File: src/rtl/race_control_pkg.sv
// Shared types and default timing constants for the race sequencing stage.
package race_pkg;
   typedef enum logic [1:0] {IDLE, COUNTDOWN, RACING, FINISHED} race_state_t;

   localparam int LAP_W              = 2;
   localparam int DEF_FRAMES_PER_SEC = 60;
   localparam int DEF_COUNTDOWN_SEC  = 3;
   localparam int DEF_LAPS           = 3;
   localparam int DEF_MIN_LAP_FRAMES = 300;
   localparam int DEF_TIME_W         = 16;
endpackage

File: src/rtl/race_control_if.sv
// Player/frame inputs and race event outputs of race_control.
// best_lap exists only when RACE_CONTROL_BEST_LAP_EN is defined.
interface race_control_if #(parameter int TIME_W = 16);
   import race_pkg::*;

   logic              vsync_tick;
   logic              start_btn;
   logic              finish_line;
   logic [1:0]        countdown;
   logic              game_start;
   logic              racing;
   logic              race_finished;
   logic [LAP_W-1:0]  lap;
   logic [TIME_W-1:0] race_time;
`ifdef RACE_CONTROL_BEST_LAP_EN
   logic [TIME_W-1:0] best_lap;
`endif

   modport master (
      output vsync_tick, start_btn, finish_line,
      input  countdown, game_start, racing, race_finished, lap, race_time
`ifdef RACE_CONTROL_BEST_LAP_EN
      , input best_lap
`endif
   );

   modport slave (
      input  vsync_tick, start_btn, finish_line,
      output countdown, game_start, racing, race_finished, lap, race_time
`ifdef RACE_CONTROL_BEST_LAP_EN
      , output best_lap
`endif
   );
endinterface

File: src/rtl/race_control_edge_detect.sv
// Rising-edge detector: one prev-sample register, edge valid in the cycle the input goes high.
module edge_detect (
   input  logic pclk,
   input  logic rst_n,
   input  logic d,
   output logic rise
);
   logic d_q;

   always_ff @(posedge pclk or negedge rst_n) begin
      if (!rst_n) d_q <= 1'b0;
      else        d_q <= d;
   end

   assign rise = d & ~d_q;
endmodule

File: src/rtl/race_control.sv
// Race sequencer: start countdown, race timing, lap counting and finish.
// Optional best-lap tracking is enabled by defining RACE_CONTROL_BEST_LAP_EN.
module race_control
   import race_pkg::*;
#(
   parameter int FRAMES_PER_SEC = DEF_FRAMES_PER_SEC,
   parameter int COUNTDOWN_SEC  = DEF_COUNTDOWN_SEC,
   parameter int LAPS           = DEF_LAPS,
   parameter int MIN_LAP_FRAMES = DEF_MIN_LAP_FRAMES,
   parameter int TIME_W         = DEF_TIME_W
) (
   input  logic          pclk,
   input  logic          rst_n,
   race_control_if.slave bus
);
   localparam int FC_W = (FRAMES_PER_SEC > 1) ? $clog2(FRAMES_PER_SEC) : 1;
   localparam logic [TIME_W-1:0] T_MAX = '1;

   logic              start_e, fin_e, valid_x;
   race_state_t       state;
   logic [FC_W-1:0]   frame_cnt;
   logic [1:0]        countdown_q;
   logic              game_start_q, racing_q, finished_q;
   logic [LAP_W-1:0]  lap_q, lap_inc;
   logic [TIME_W-1:0] race_time_q, lap_tmr;
`ifdef RACE_CONTROL_BEST_LAP_EN
   logic [TIME_W-1:0] best_q;
`endif

   edge_detect u_start_ed (.pclk(pclk), .rst_n(rst_n), .d(bus.start_btn),   .rise(start_e));
   edge_detect u_fin_ed   (.pclk(pclk), .rst_n(rst_n), .d(bus.finish_line), .rise(fin_e));

   // Crossing qualification uses the lap timer before this cycle's tick.
   assign valid_x = fin_e && (lap_tmr >= TIME_W'(MIN_LAP_FRAMES));
   assign lap_inc = lap_q + LAP_W'(1);

   always_ff @(posedge pclk or negedge rst_n) begin
      if (!rst_n) begin
         state        <= IDLE;
         frame_cnt    <= '0;
         countdown_q  <= '0;
         game_start_q <= 1'b0;
         racing_q     <= 1'b0;
         finished_q   <= 1'b0;
         lap_q        <= '0;
         race_time_q  <= '0;
         lap_tmr      <= '0;
`ifdef RACE_CONTROL_BEST_LAP_EN
         best_q       <= T_MAX;
`endif
      end else begin
         game_start_q <= 1'b0;
         case (state)
            IDLE: if (start_e) begin
               state       <= COUNTDOWN;
               countdown_q <= 2'(COUNTDOWN_SEC);
               frame_cnt   <= '0;
            end
            COUNTDOWN: if (bus.vsync_tick) begin
               if (frame_cnt == FC_W'(FRAMES_PER_SEC - 1)) begin
                  frame_cnt   <= '0;
                  countdown_q <= countdown_q - 2'd1;
                  if (countdown_q == 2'd1) begin
                     state        <= RACING;
                     game_start_q <= 1'b1;
                     racing_q     <= 1'b1;
                     race_time_q  <= '0;
                     lap_q        <= '0;
                     lap_tmr      <= '0;
`ifdef RACE_CONTROL_BEST_LAP_EN
                     best_q       <= T_MAX;
`endif
                  end
               end else begin
                  frame_cnt <= frame_cnt + FC_W'(1);
               end
            end
            RACING: begin
               if (bus.vsync_tick && race_time_q != T_MAX)
                  race_time_q <= race_time_q + TIME_W'(1);
               if (valid_x) begin
                  lap_q   <= lap_inc;
                  lap_tmr <= '0;
`ifdef RACE_CONTROL_BEST_LAP_EN
                  if (lap_tmr < best_q) best_q <= lap_tmr;
`endif
                  if (lap_inc == LAP_W'(LAPS)) begin
                     state      <= FINISHED;
                     racing_q   <= 1'b0;
                     finished_q <= 1'b1;
                  end
               end else if (bus.vsync_tick && lap_tmr != T_MAX) begin
                  lap_tmr <= lap_tmr + TIME_W'(1);
               end
            end
            FINISHED: if (start_e) begin
               state       <= IDLE;
               finished_q  <= 1'b0;
               countdown_q <= '0;
               lap_q       <= '0;
               race_time_q <= '0;
            end
            default: state <= IDLE;
         endcase
      end
   end

   assign bus.countdown     = countdown_q;
   assign bus.game_start    = game_start_q;
   assign bus.racing        = racing_q;
   assign bus.race_finished = finished_q;
   assign bus.lap           = lap_q;
   assign bus.race_time     = race_time_q;
`ifdef RACE_CONTROL_BEST_LAP_EN
   assign bus.best_lap      = best_q;
`endif
endmodule

File: src/flat_wrapper.sv
// flat-port wrapper written by rule: the top's interface ports become plain ports
module race_control_flat import race_pkg::*;
#(
   parameter int FRAMES_PER_SEC = DEF_FRAMES_PER_SEC,
   parameter int COUNTDOWN_SEC  = DEF_COUNTDOWN_SEC,
   parameter int LAPS           = DEF_LAPS,
   parameter int MIN_LAP_FRAMES = DEF_MIN_LAP_FRAMES,
   parameter int TIME_W         = DEF_TIME_W
)
  (pclk, rst_n, bus_vsync_tick, bus_start_btn, bus_finish_line, bus_countdown, bus_game_start, bus_racing, bus_race_finished, bus_lap, bus_race_time);
  race_control_if #(.TIME_W(TIME_W)) bus_i ();
  input  logic pclk;
  input  logic rst_n;
  input wire logic [$bits(bus_i.vsync_tick)-1:0] bus_vsync_tick;
  input wire logic [$bits(bus_i.start_btn)-1:0] bus_start_btn;
  input wire logic [$bits(bus_i.finish_line)-1:0] bus_finish_line;
  output wire logic [$bits(bus_i.countdown)-1:0] bus_countdown;
  output wire logic [$bits(bus_i.game_start)-1:0] bus_game_start;
  output wire logic [$bits(bus_i.racing)-1:0] bus_racing;
  output wire logic [$bits(bus_i.race_finished)-1:0] bus_race_finished;
  output wire logic [$bits(bus_i.lap)-1:0] bus_lap;
  output wire logic [$bits(bus_i.race_time)-1:0] bus_race_time;
  assign bus_i.vsync_tick = bus_vsync_tick;
  assign bus_i.start_btn = bus_start_btn;
  assign bus_i.finish_line = bus_finish_line;
  assign bus_countdown = bus_i.countdown;
  assign bus_game_start = bus_i.game_start;
  assign bus_racing = bus_i.racing;
  assign bus_race_finished = bus_i.race_finished;
  assign bus_lap = bus_i.lap;
  assign bus_race_time = bus_i.race_time;
  race_control #(.FRAMES_PER_SEC(FRAMES_PER_SEC), .COUNTDOWN_SEC(COUNTDOWN_SEC), .LAPS(LAPS), .MIN_LAP_FRAMES(MIN_LAP_FRAMES), .TIME_W(TIME_W)) u_core (.pclk(pclk), .rst_n(rst_n), .bus(bus_i));
endmodule
File: config.mk
export PLATFORM = sky130hd
export DESIGN_NAME = race_control_flat
export DESIGN_NICKNAME = d
export VERILOG_FILES = /design/src/rtl/race_control_pkg.sv /design/src/rtl/race_control_if.sv /design/src/rtl/race_control_edge_detect.sv /design/src/rtl/race_control.sv /design/src/flat_wrapper.sv
export SDC_FILE = /design/constraint.sdc
export NUM_CORES = 1
export LEC_CHECK = 0
export ABC_AREA = 0
export BUFFER_PORTS_ARGS = -buffer_cell sky130_fd_sc_hd__buf_2
export CAP_MARGIN = 10
export CORE_MARGIN = 2
export CORE_UTILIZATION = 40
export CTS_BUF_LIST = sky130_fd_sc_hd__clkbuf_8
export CTS_CLUSTER_DIAMETER = 100
export DETAILED_ROUTE_END_ITERATION = 12
export SLEW_MARGIN = 20
export SYNTH_ARGS = -nofsm -noshare
export SYNTH_HDL_FRONTEND = slang
export SYNTH_SLANG_ARGS = --single-unit
File: constraint.sdc
create_clock -name pclk -period 2.2 [get_ports pclk]
set_clock_uncertainty 0.05 [all_clocks]
set_input_delay 0.44 -clock pclk [delete_from_list [all_inputs] [get_ports pclk]]
set_output_delay 0.44 -clock pclk [all_outputs]
set_load 0.01 [all_outputs]
==> results.sh <==
export IMPL_outcome="finished, final reports clean"
export IMPL_wl_per_cell_um=15.1
export IMPL_synth_main_ff_cell="dfrtp_1"
export IMPL_drive_gt1_share_pct=20.8
export IMPL_worstPathCellList="nor4_2 -> a21oi_2 -> or3_1 -> or4_1 -> o21ai_0"
export IMPL_cts_sinks=49
export IMPL_dieHeight_um=91.8
export IMPL_startpoint_type="register"
export IMPL_synth_fp_nets=372
export IMPL_synthTopCellsByArea="dfrtp_1, nand2_1, nand3_1"
export IMPL_gp_congestion=0.857
export IMPL_ant_nets=0
export IMPL_crit_required_ns=2.37
export IMPL_setup_violations=0
export IMPL_pre_cts_slack_ns=0.0506
export IMPL_grt_pass1_wl_um=13500
export IMPL_period_share_pct=93.1
export IMPL_cts_tree="built"
export IMPL_viasPerCell=5.75
export IMPL_root_buffer="clkbuf_8"
export IMPL_critPathKind="register to register"
export IMPL_die_area_sq_mm=0.00843
export IMPL_finalPower_mw=3.29
export IMPL_synth_enable_flop_cells=0
export IMPL_die_x_um=91.8
export IMPL_syn_area_sq_mm=0.00308
export IMPL_ys_ff_latch=49
export IMPL_ir_drop_v=0.000427
export IMPL_cpLargestDelayFamily="simple AND/OR/NAND/NOR gates"
export IMPL_max_slew_margin_pct=56.5
export IMPL_hpwl_um=5610
export IMPL_fp_row_count=32
export IMPL_synthCells=356
export IMPL_synth_top_area_share_pct=39.8
export IMPL_core_area_sq_mm=0.00761
export IMPL_period_needed_ns=2.05
export IMPL_synth_warnings=0
export IMPL_cts_made_buffers=5
export IMPL_clock_latency_ns=0.30
export IMPL_drc=0
export IMPL_cp_arrival_ns=2.22
export IMPL_yosysMostFrequentCell="dfrtp_1"
export IMPL_vias=2902
export IMPL_grt_overflow=0
export IMPL_max_cap_violations=0
export IMPL_hp_class="input port to async pin"
export IMPL_first_pass_iters=4
export IMPL_synth_cell_types=58
export IMPL_clockBufferDepth=2
export IMPL_p_leak_nw=1.56
export IMPL_grt_max_degree=31
export IMPL_area_growth_syn_to_layout_pct=18.0
export IMPL_synth_top_area_cell="dfrtp_1"
export IMPL_first_global_vias=2828
export IMPL_cp_end_kind="register"
export IMPL_fmax_mhz=488
export IMPL_worst_slack_ns=0.152
export IMPL_avgSynthCellArea_sq_um=8.66
export IMPL_synth_common_cells="dfrtp_1, nand2_1, nand3_1"
export IMPL_start_util_pct=40.5
export IMPL_post_cts_buffers=0
export IMPL_io_pins=28
export IMPL_final_nets=418
export IMPL_maxSlewViolCount=0
export IMPL_wirelength_um=7610
export IMPL_post_cts_resized=0
export IMPL_numPortBuffers=27
export IMPL_antenna_cells=0
export IMPL_clk_pin_slew_ns=0.09
export IMPL_path_buf_inv=0
export IMPL_drt_initial_drc_count=98
export IMPL_cts_hold_buf=0
export IMPL_cp_max_fo=5
export IMPL_finalHoldViolCount=0
export IMPL_async_flop_share_pct=100
export IMPL_track_usage_pct=19.4
export IMPL_antenna_found_initial=0
export IMPL_seq_area_frac_synth_pct=39.8
export IMPL_cts_max_level=2
export IMPL_cp_slowest_cell="or4_1"
export IMPL_tightest_slew_ns=0.646
export IMPL_slowest_delay_ns=0.48
export IMPL_cellPowerDensity_mw_per_mm2=903
[through the flow]
stage	hold WS [ns]	instances	utilization, %	area (sq um)	setup TNS [ns]
final	0.0427	505	47.8	3640	0
after global routing	0.0655	505	47.8	3640	-0.00421
after CTS	0.0581	505	47.4	3600	0
after detailed placement	0.390	497	46.3	3520	0
after global placement	0.383	497	46.3	3520	0
after floorplan	0.0944	356	-	3080	0
[flip-flops by register name (all words and copies together) (netlist names), 2 cells and up]
signal	cells
u_core.state	2
u_core.bus.countdown	2
u_core.frame_cnt	6
u_core.bus.race_time	16
u_core.lap_tmr	16
u_core.bus.lap	2
[worst reg2reg max path: stages, from the launching register on]
cell and delay (ns):
dfrtp_1 0.46, nor4_2 0.31, a21oi_2 0.13, or3_1 0.45
or4_1 0.48, o21ai_0 0.09
[power breakdown]
part / switching, mW / internal, mW
Combinational: 1.04 / 0.663
Sequential: 0.0702 / 0.987
Clock: 0.307 / 0.217
[layout make-up]
cell class                 instances  area (sq um)
fill                             790          3970
multi-input combinational        268          1730
sequential                        49          1230
timing repair buffer              57           393
tap                              102           128
inverter                          21          78.8
clock buffer                       5          68.8
clock inverter                     3          15.0
[logic make-up after synthesis]
family | Yosys count | share of synthesized area, %
and+or+nand+nor | 145 | 25.4
AOI/OAI and AO/OA | 105 | 22.9
buffers and inverters | 39 | 5.07
DFF | 49 | 39.8
xor gates and xnor gates | 1 | 0.284
adders and majority gates | 11 | 4.46
muxes | 6 | 2.11
[worst paths after layout]
| check | end | depth (start not counted) | slack (ns) | start |
|---|---|---|---|---|
| min in group pclk | u_core.u_fin_ed.d_q | 1 | 0.21 | bus_finish_line |
| worst min register to register | u_core.frame_cnt[1] | 2 | 0.48 | u_core.frame_cnt[1] |
| worst min-delay path | u_core.frame_cnt[4] | 1 | 0.04 | rst_n |
| worst max register to register | u_core.lap_tmr[0] | 5 | 0.15 | u_core.lap_tmr[9] |
| max in group asynchronous | u_core.lap_tmr[3] | 2 | 1.52 | rst_n |
| worst max-delay path | u_core.lap_tmr[0] | 5 | 0.15 | u_core.lap_tmr[9] |
[metal layers]
layer	up-vias	global-route usage (%)	share of wire, %
li1	1431	-	-
met4	0	4.23	1.1
met2	45	33.4	48
met1	1415	25.7	48
met3	11	3.04	2.8
met5	-	0	0
[layout by cell type, fill, tap and decap left out, drive strengths merged, types with 2 or more instances in the layout]
cell type  count
a211oi         5
a21boi         3
a21oi         19
a22o           4
a31oi         10
a41oi          2
and2           4
and3           7
and4           3
buf           57
clkbuf         5
dfrtp         49
ha            11
inv           23
mux2           4
mux2i          2
nand2         42
nand2b         3
nand3         28
nand3b         3
nand4         12
nand4b         3
nor2          17
nor3           8
nor4           4
o211ai        10
o21ai         24
o22ai          4
o311ai         6
o31ai          9
or2            2
or3            3
or4            3
(Power assumes the default switching activity.)
